### config.mk
export PLATFORM = sky130hd
export DESIGN_NAME = uart_rx_deframer
export DESIGN_NICKNAME = d
export VERILOG_FILES = /design/src/rtl/uart_rx_deframer.sv
export SDC_FILE = /design/constraint.sdc
export NUM_CORES = 1
export LEC_CHECK = 0
export CORE_MARGIN = 2
export CORE_UTILIZATION = 59
export DETAILED_ROUTE_END_ITERATION = 7
export DONT_BUFFER_PORTS = 1
export PLACE_DENSITY = 0.76
export REMOVE_ABC_BUFFERS = 1
export SETUP_SLACK_MARGIN = 0.15
export SLEW_MARGIN = 20
export SYNTH_ARGS = -nofsm -noshare
export SYNTH_HDL_FRONTEND = slang
export SYNTH_SLANG_ARGS = --single-unit
### constraint.sdc
create_clock -name i_clk -period 2.1 [get_ports i_clk]
set_clock_uncertainty 0.05 [all_clocks]
set_input_delay 0.21 -clock i_clk [delete_from_list [all_inputs] [get_ports i_clk]]
set_output_delay 0.21 -clock i_clk [all_outputs]
set_load 0.05 [all_outputs]
### src/rtl/uart_rx_deframer.sv
// uart_rx_deframer: 8N1 UART receiver with mid-bit sampling, valid/ready output,
// framing-error and overrun pulses.
module uart_rx_deframer #(
  parameter int CLK_DIVIDER = 200
) (
  input  logic       i_clk,
  input  logic       i_rst_n,
  input  logic       i_uart_rx,
  output logic [7:0] o_data,
  output logic       o_valid,
  input  logic       i_ready,
  output logic       o_frame_err,
  output logic       o_overrun
);
  localparam int CW = $clog2(CLK_DIVIDER);
  localparam logic [CW-1:0] L_HALF = CW'(CLK_DIVIDER / 2 - 1);
  localparam logic [CW-1:0] L_FULL = CW'(CLK_DIVIDER - 1);

  typedef enum logic [2:0] {IDLE, START, DATA, STOP, BRK} state_t;

  state_t        r_state, w_next;
  logic [1:0]    r_sync;
  logic [CW-1:0] r_cnt;
  logic [2:0]    r_idx;
  logic [7:0]    r_shift;
  logic          r_done;
  logic          w_rx, w_tick, w_load_half, w_shift, w_done, w_ferr;

  assign w_rx   = r_sync[1];
  assign w_tick = (r_cnt == '0);

  always_ff @(posedge i_clk or negedge i_rst_n)
    if (!i_rst_n) r_state <= IDLE;
    else          r_state <= w_next;

  always_comb begin
    w_next      = r_state;
    w_load_half = 1'b0;
    w_shift     = 1'b0;
    w_done      = 1'b0;
    w_ferr      = 1'b0;
    case (r_state)
      IDLE:  if (!w_rx) begin
               w_next      = START;
               w_load_half = 1'b1;
             end
      START: if (w_tick) w_next = w_rx ? IDLE : DATA;
      DATA:  if (w_tick) begin
               w_shift = 1'b1;
               w_next  = (r_idx == 3'd7) ? STOP : DATA;
             end
      STOP:  if (w_tick) begin
               w_next = w_rx ? IDLE : BRK;
               w_done = w_rx;
               w_ferr = !w_rx;
             end
      BRK:   if (w_rx) w_next = IDLE;
      default: w_next = IDLE;
    endcase
  end

  // Datapath: synchroniser, bit timer, bit index and deserialiser.
  always_ff @(posedge i_clk or negedge i_rst_n)
    if (!i_rst_n) begin
      r_sync  <= 2'b11;
      r_cnt   <= '0;
      r_idx   <= '0;
      r_shift <= '0;
      r_done  <= 1'b0;
    end else begin
      r_sync  <= {r_sync[0], i_uart_rx};
      r_cnt   <= w_load_half ? L_HALF : w_tick ? L_FULL : r_cnt - CW'(1);
      r_idx   <= (r_state == START) ? 3'd0 : w_shift ? r_idx + 3'd1 : r_idx;
      r_shift <= w_shift ? {w_rx, r_shift[7:1]} : r_shift;
      r_done  <= w_done;
    end

  // Holding register: a delivery coinciding with acceptance refills without a gap.
  always_ff @(posedge i_clk or negedge i_rst_n)
    if (!i_rst_n) begin
      o_data      <= '0;
      o_valid     <= 1'b0;
      o_frame_err <= 1'b0;
      o_overrun   <= 1'b0;
    end else begin
      o_frame_err <= w_ferr;
      o_overrun   <= r_done && o_valid && !i_ready;
      if (r_done && (!o_valid || i_ready)) begin
        o_data  <= r_shift;
        o_valid <= 1'b1;
      end else if (o_valid && i_ready) begin
        o_valid <= 1'b0;
      end
    end
endmodule

[Word level (Yosys, flattened, before mapping)]
Index checks and enable logic that the tools add are counted.
Cells by class
  mux-type cells: 23
  equality and inequality tests: 10
  add/sub/neg operators: 2
  reduce and logical (&&, ||, !) cells: 13
Operators with widths (number)
  $mux 3: 8
  $mux 8: 2
  $pmux 3 s5: 1
  $mux 1: 11
  $ne 2x2->1 const B: 5
  $logic_not 8->1: 1
  $sub 8x1->8 const B: 1
  $eq 3x2->1 const B: 2
  $eq 3x3->1 const B: 2
  $reduce_and 5->1: 1
  $logic_and 1x1->1: 4
  $reduce_bool 2->1: 2
  $add 3x1->3 const B: 1
  $eq 3x1->1 const B: 1
  $logic_not 1->1: 3
  $logic_not 3->1: 1
  $mux 2: 1
  $logic_or 1x1->1: 1
Storage, ports and cells
  logic and storage cells: 58
  output and inout port bits: 11
  flip-flop bits (word level): 36
  bits of input ports: 4

[Depth between registers and ports, before layout]
Gate-level depths: netlist (run 1).
  depth in word-level cells: 5
  mapped depth: 6
  gate-level depth less buffers: 5

[Worst setup path before layout (run 1)]
OpenSTA, ideal clock, no wires.
  kind: register to register
  start: register r_cnt[0]
  end: register r_shift[0]
  arrival: 1.738 ns
  stages on the path, launching flop included: 6
  setup time: 0.125 ns
  slack: 0.188 ns
  buffers on the path: 0
  cell sequence: dfrtp_1 -> inv_1 -> ha_1 -> nor4b_2 -> nand4_2 -> mux2_2
Between the ends
  cells in the longest elaborated chain, start to end: 3
RTL lines
  from (decl): RTL line 23  | logic [CW-1:0] r_cnt;
  from (signal assigned): RTL line 72  | r_cnt <= w_load_half ? L_HALF : w_tick ? L_FULL : r_cnt - CW'(1);
  $logic_not 8->1: RTL line 30  | assign w_tick = (r_cnt == '0);
  $mux 1: RTL line 48  | DATA: if (w_tick) begin
  $mux 1: RTL line 42  | case (r_state)
  to (signal assigned): RTL line 74  | r_shift <= w_shift ? {w_rx, r_shift[7:1]} : r_shift;
  to (decl): RTL line 25  | logic [7:0] r_shift;
Every way passes these cells.
A chain may end at the register's enable or synchronous reset.

[Worst setup path in the final report (run 1)]
  start: register r_cnt[1]
  end: register r_state[2]
Between the ends
  cells in the longest elaborated chain, start to end: 3
RTL lines
  $logic_not 8->1 *: RTL line 30
  $ne 2x2->1 (no source line)
  $reduce_and 5->1 (no source line) *
  to (signal assigned): RTL line 34  | else r_state <= w_next;
  to (decl): RTL line 21  | state_t r_state, w_next;
Mark *: on every way between the ends. The rest lies on a longest branch, timed or not.

==> flow_summary.ini, run 1 <==
[outcome]
status = complete, no violations

[placement]
pre_cts_ws_ns = 0.2046
port_buffers = 0
hpwl_um = 1866
gp_congestion = 0.8540

[power_and_ir_drop]
ir_worst_vdd_v = 0.0005551
p_clk_share_pct = 33.5
swShare_pct = 23.27
power.leakage_nw = 0.8528
power_density_nw_per_um2 = 616.1
power_frac_seq_pct = 64.3
p_switching_mw = 0.2528
combPwrFrac_pct = 2.1
p_int_mw = 0.8334

[routing]
wl_um = 2833
ant_nets = 0
drt-wirelength-per-cell_um = 16.19
vias = 1064
dr.pass1.iters = 4
drcViolationCount = 0
drt_iter0_drc = 21
routed_via_density = 6.080

[clock_tree]
cts_max_level = 2
cts.path.max_buffers = 2
cts_buffers = 5
cts_num_sinks = 36
clk_latency_ns = 0.35
clkTransAtPathRegs_ns = 0.12
ctsRootBufferMaster = clkbuf_4
cts_tree = yes

[critical_path]
r2r-start = r_cnt[1]
crit_slowest_cell = or4_4
reg2reg_depth = 5
path_cells = inv_2, ha_2, or4b_4, or4_4, a21oi_2
cp_slowest_stage_delay_ns = 0.55
worst-setup-path-type = flip-flop to flip-flop
r2r_end = r_state[2]
start_kind = flip-flop
rrSetupSlack_ns = 0.21
endpoint_kind = flip-flop
crit_fanout = 3
cp.arrival_ns = 2.13
worstPathRequired_ns = 2.34

[synthesis]
synth_edf_count = 0
postSynthCellCount = 131
yosysUniqueCellTypes = 39
synth_flop_cell = dfrtp_1
ys_ff_latch = 36
async_reset_ff_share_pct = 100.0
syn_avg_cell_area_um2 = 12.06
yosysSeqAreaShare_pct = 57.17
ys_warn_count = 0
synth_area_um2 = 1580

[die]
fp-row-count = 18
die_h_um = 55.76
num_io_pins = 15
core_um2 = 2500
dieArea_um2 = 3109
start_util_pct = 63.21
die_w_um = 55.76

[grt]
first_global_vias = 1053
overflow = 0
antenna_found_initial = 0
grt_pass1_wl_um = 4892
grt_max_degree = 37
grt_usage_pct = 20.48

[timing]
setup_ws_ns = 0.2141
slew_viol_final = 0
hold_violations = 0
tightest_slew_ns = 0.4991
min_period_ns = 1.886
setup_tns_ns = 0
fmax_mhz = 530.3
finalCritPeriodShare_pct = 89.80
rsz0062_at_grt = false
relSlewSlack_pct = 66.42
setup_viol = 0

[cells_and_area]
final_common_cell = dfrtp_1
syn_to_final_growth_pct = 11.56
final_nets = 152
num-fill-cells = 174
drive_above_1_share_pct = 29.66
final_cell_mix = dfrtp_1, mux2_2, nand2_1, nor2_1, buf_4
antennaDiodeCount = 0

[run]
drv_cap = 0

[min_path]
hold_class = primary input to asynchronous set/reset pin
## flip-flops by register name (all words and copies together), names as in the netlist
register,flops
o_valid,1
o_frame_err,1
o_overrun,1
r_idx,3
r_cnt,8
r_done,1
r_shift,8
r_sync,2
r_state,3
o_data,8
## kinds of logic (layout without fill, tap and decap cells)
logic type | after synthesis | in the layout | share of synthesized area [%]
AND/OR/NAND/NOR | 39 | 39 | 14.73
flip-flops | 36 | 36 | 57.17
AO/OA/AOI/OAI | 22 | 22 | 9.819
multiplexers | 16 | 16 | 11.40
buffers and inverters | 13 | 27 | 3.167
adder cells (fa/ha/maj) | 4 | 4 | 3.167
XOR/XNOR | 1 | 1 | 0.5543
## power groups by stage
| stage | Combinational (mW) | Clock [mW] | Sequential, mW |
|---|---|---|---|
| finish | 0.0233 | 0.364 | 0.699 |
| floorplan | 0.00179 | 0 | 0.712 |
| global placement | 0.00190 | 0 | 0.712 |
| detailed placement | 0.00209 | 0 | 0.712 |
| CTS | 0.0240 | 0.371 | 0.699 |
| global route | 0.0274 | 0.400 | 0.700 |
## layer usage
layer  vias up  track usage (%)  wire length [um]
met5         -                0                 0
li1        504                -                 -
met3         8            4.884               101
met2        18            32.48              1353
met1       534            27.15              1319
met4         0            8.362                59
## cells in the mapped netlist, types with 2 or more instances
cell type | n | area (um2)
a211o_1 | 2 | 17.52
a21oi_1 | 5 | 25.02
a311oi_1 | 2 | 17.52
a31oi_1 | 2 | 12.51
clkbuf_1 | 4 | 15.01
dfrtp_1 | 34 | 850.8
dfstp_2 | 2 | 52.55
ha_1 | 4 | 50.05
inv_1 | 8 | 30.03
mux2_2 | 16 | 180.2
nand2_1 | 8 | 30.03
nand2b_1 | 3 | 18.77
nand3_1 | 2 | 10.01
nor2_1 | 8 | 30.03
nor3_1 | 2 | 10.01
o21ai_0 | 3 | 15.01
or3_1 | 2 | 12.51
or4_1 | 3 | 22.52
## how the worst max path moves through the flow
stage / startpoint / endpoint / slack (ns) / cells after the start
3_3_place_gp: r_cnt[0] / r_state[2] / 0.26 / 5
2_1_floorplan: r_cnt[0] / r_shift[0] / 0.19 / 5
3_5_place_dp: r_cnt[0] / r_state[2] / 0.20 / 5
4_1_cts: r_cnt[0] / r_state[2] / 0.16 / 5
5_1_grt: r_cnt[1] / r_state[2] / 0.13 / 5
6_report: r_cnt[1] / r_state[2] / 0.21 / 5
## worst max-delay path: cells and delay by family, from the launching register on
| kind | cells | cell delay [ns] |
|---|---|---|
| AND/OR/NAND/NOR | 2 | 1.02 |
| flip-flops | 1 | 0.41 |
| adder cells (fa/ha/maj) | 1 | 0.17 |
| AO/OA/AOI/OAI | 1 | 0.13 |
| buffers and inverters | 1 | 0.07 |
## layout make-up
cell class                 count  area [um2]  share of cell area [%]
multi-input combinational     82       633.1                   35.91
timing repair buffer          11       102.6                   5.820
clock inverter                 3       18.77                   1.065
inverter                       8       30.03                   1.703
tap                           30       37.54                   2.129
clock buffer                   5       37.54                   2.129
sequential                    36       903.4                   51.24
## stage by stage
stage	total power [mW]	hold slack (ns)	instances	utilization [%]	cell area (um2)
2_1_floorplan	0.7134	-0.1356	126	-	1560
3_3_place_gp	0.7141	-0.1349	161	65.42	1635
3_5_place_dp	0.7144	-0.1349	161	65.42	1635
4_1_cts	1.094	0.2433	173	69.67	1742
5_1_grt	1.127	0.2748	175	70.52	1763
6_report	1.086	0.2562	175	70.52	1763
## timing repair
item                       CTS  global route
buffers inserted             0             2
gates resized for setup      0             4
setup endpoints to repair    0             3
hold endpoints to repair    38             0
hold buffers                 4             0
Note: power is estimated with default switching activity, not from simulation.
==> run 2: changes to the inputs <==
--- a/config.mk
+++ b/config.mk
@@ -6,12 +6,13 @@
 export NUM_CORES = 1
 export LEC_CHECK = 0
 export CORE_MARGIN = 2
-export CORE_UTILIZATION = 59
+export CORE_UTILIZATION = 45
 export DETAILED_ROUTE_END_ITERATION = 7
 export DONT_BUFFER_PORTS = 1
-export PLACE_DENSITY = 0.76
+export PLACE_DENSITY = 0.61
 export REMOVE_ABC_BUFFERS = 1
 export SETUP_SLACK_MARGIN = 0.15
+export SKIP_LAST_GASP = 1
 export SLEW_MARGIN = 20
 export SYNTH_ARGS = -nofsm -noshare
 export SYNTH_HDL_FRONTEND = slang
==> run 2 against run 1 <==
Combinational power is 6% lower. Power is 10% higher. Non-clock buffer count is 3 lower. Utilization is 17 points lower. Sequential share of layout area is 0.68 points lower. Routed wire length is 1.2% lower. Register-to-register slack hardly changed. Clock power is 31% higher. Largest power group unchanged.
==> flow_summary.ini, run 2 (synthesis gave the netlist of run 1 again) <==
[die]
die_w_um = 63.26
fp-row-count = 21
dieArea_um2 = 4002
core_um2 = 3363
start_util_pct = 46.99
num_io_pins = 15
die_h_um = 63.26

[clock_tree]
ctsRootBufferMaster = clkbuf_4
cts_buffers = 5
clk_latency_ns = 0.34
clkTransAtPathRegs_ns = 0.10
cts_num_sinks = 36
cts.path.max_buffers = 2
cts_tree = yes
cts_max_level = 2

[critical_path]
worstPathRequired_ns = 2.33
crit_fanout = 3
crit_buf_inv = 1
start_kind = flip-flop
path_cells = inv_1, ha_1, or4b_4, or4_4, a21oi_2
endpoint_kind = flip-flop
worst-setup-path-type = flip-flop to flip-flop
cp.arrival_ns = 2.11
cp_slowest_stage_delay_ns = 0.55
cp_top_family = simple AND/OR/NAND/NOR gates
crit_slowest_cell = or4_4

[routing]
vias = 1059
wl_um = 2799
dr.pass1.iters = 4
routed_via_density = 5.633
drt-wirelength-per-cell_um = 14.89
drt_iter0_drc = 67
ant_nets = 0
drcViolationCount = 0

[timing]
min_period_ns = 1.879
setup_tns_ns = 0
setup_viol = 0
hold_violations = 0
setup_ws_ns = 0.2208
finalCritPeriodShare_pct = 89.49
slew_viol_final = 0
tightest_slew_ns = 0.5631
rsz0062_at_grt = false
relSlewSlack_pct = 62.11
fmax_mhz = 532.1

[grt]
grt_max_degree = 37
antenna_found_initial = 0
overflow = 0
grt_usage_pct = 16.06
grt_pass1_wl_um = 4871
first_global_vias = 1065

[cells_and_area]
final_common_cell = dfrtp_1
drive_above_1_share_pct = 26.76
antennaDiodeCount = 0
final_nets = 149
syn_to_final_growth_pct = 13.06
final_cell_mix = dfrtp_1, mux2_2, inv_1, nand2_1, nor2_1
layout.cells.non_filler = 188
top_regs = o_data (8), r_cnt (8), r_shift (8)

[power_and_ir_drop]
combPwrFrac_pct = 1.8
power_frac_seq_pct = 58.3
p_switching_mw = 0.2451
p_clk_share_pct = 39.8
p_int_mw = 0.9532
power_density_nw_per_um2 = 670.7
ir_worst_vdd_v = 0.0004228
swShare_pct = 20.46
power.leakage_nw = 0.8610

[placement]
gp_congestion = 0.8300
place_inst = 176
pre_cts_ws_ns = 0.2013
port_buffers = 0
hpwl_um = 1915

[run]
drv_cap = 0

[outcome]
status = complete, no violations

[min_path]
hold_class = primary input to flip-flop
-- run 2: cell count changes in the layout (fill, tap and decap cells not counted), sizes merged --
cell	delta
bufinv	+1
buf	-2
clkbuf	+1
dlygate4sd3	-1
clkinv	-2
-- run 2: worst paths after layout --
| kind | startpoint | to | slack (ns) | depth (start not counted) |
|---|---|---|---|---|
| setup / recovery | r_cnt[0] | r_state[2] | 0.22 | 5 |
| hold / removal | i_ready | o_overrun | 0.01 | 2 |
| setup reg to reg | r_cnt[0] | r_state[2] | 0.22 | 5 |
| hold reg to reg | r_sync[0] | r_sync[1] | 0.31 | 0 |
| max in group asynchronous | i_rst_n | r_sync[0] | 1.49 | 2 |
| min in group asynchronous | i_rst_n | r_shift[4] | 0.25 | 2 |
-- run 2: per-layer routing --
layer	GRT usage [%]	vias to the layer above	wire, um
li1	-	489	-
met1	19.62	542	1218
met2	25.27	21	1389
met3	7.143	7	131
met4	5.707	0	59
met5	0	-	0
-- run 2: through the flow --
stage / hold WS (ns) / utilization, % / total power, mW / instance area (um2)
floorplan: -0.1356 / - / 0.7134 / 1560
global placement: -0.1348 / 49.00 / 0.7144 / 1648
detailed placement: -0.1347 / 49.00 / 0.7145 / 1648
CTS: 0.01143 / 52.46 / 1.211 / 1764
global route: 0.01654 / 53.13 / 1.245 / 1787
finish: 0.01009 / 53.13 / 1.198 / 1787
-- run 2: power groups by stage --
| stage | Sequential, mW | Combinational [mW] | Clock (mW) |
|---|---|---|---|
| floorplan | 0.712 | 0.00179 | 0 |
| global placement | 0.712 | 0.00194 | 0 |
| CTS | 0.699 | 0.0233 | 0.488 |
| global route | 0.700 | 0.0263 | 0.519 |
| finish | 0.699 | 0.0219 | 0.477 |
| detailed placement | 0.712 | 0.00198 | 0 |
-- run 2: layout make-up --
cell class | count | area (um2)
clock buffers | 6 | 41.29
clock inverters | 2 | 35.03
multi-input cells | 82 | 641.9
flip-flops and latches | 36 | 903.4
fillers | 314 | 1577
inverters | 8 | 30.03
repair buffers | 8 | 77.57
well taps | 46 | 57.56
-- run 2: timing repair --
action                                 in CTS  in global routing
hold buffers                                3                  0
setup endpoints to repair                   0                 11
setup buffers                               0                  1
resized for setup                           0                  3
endpoints found under the hold margin      37                  0
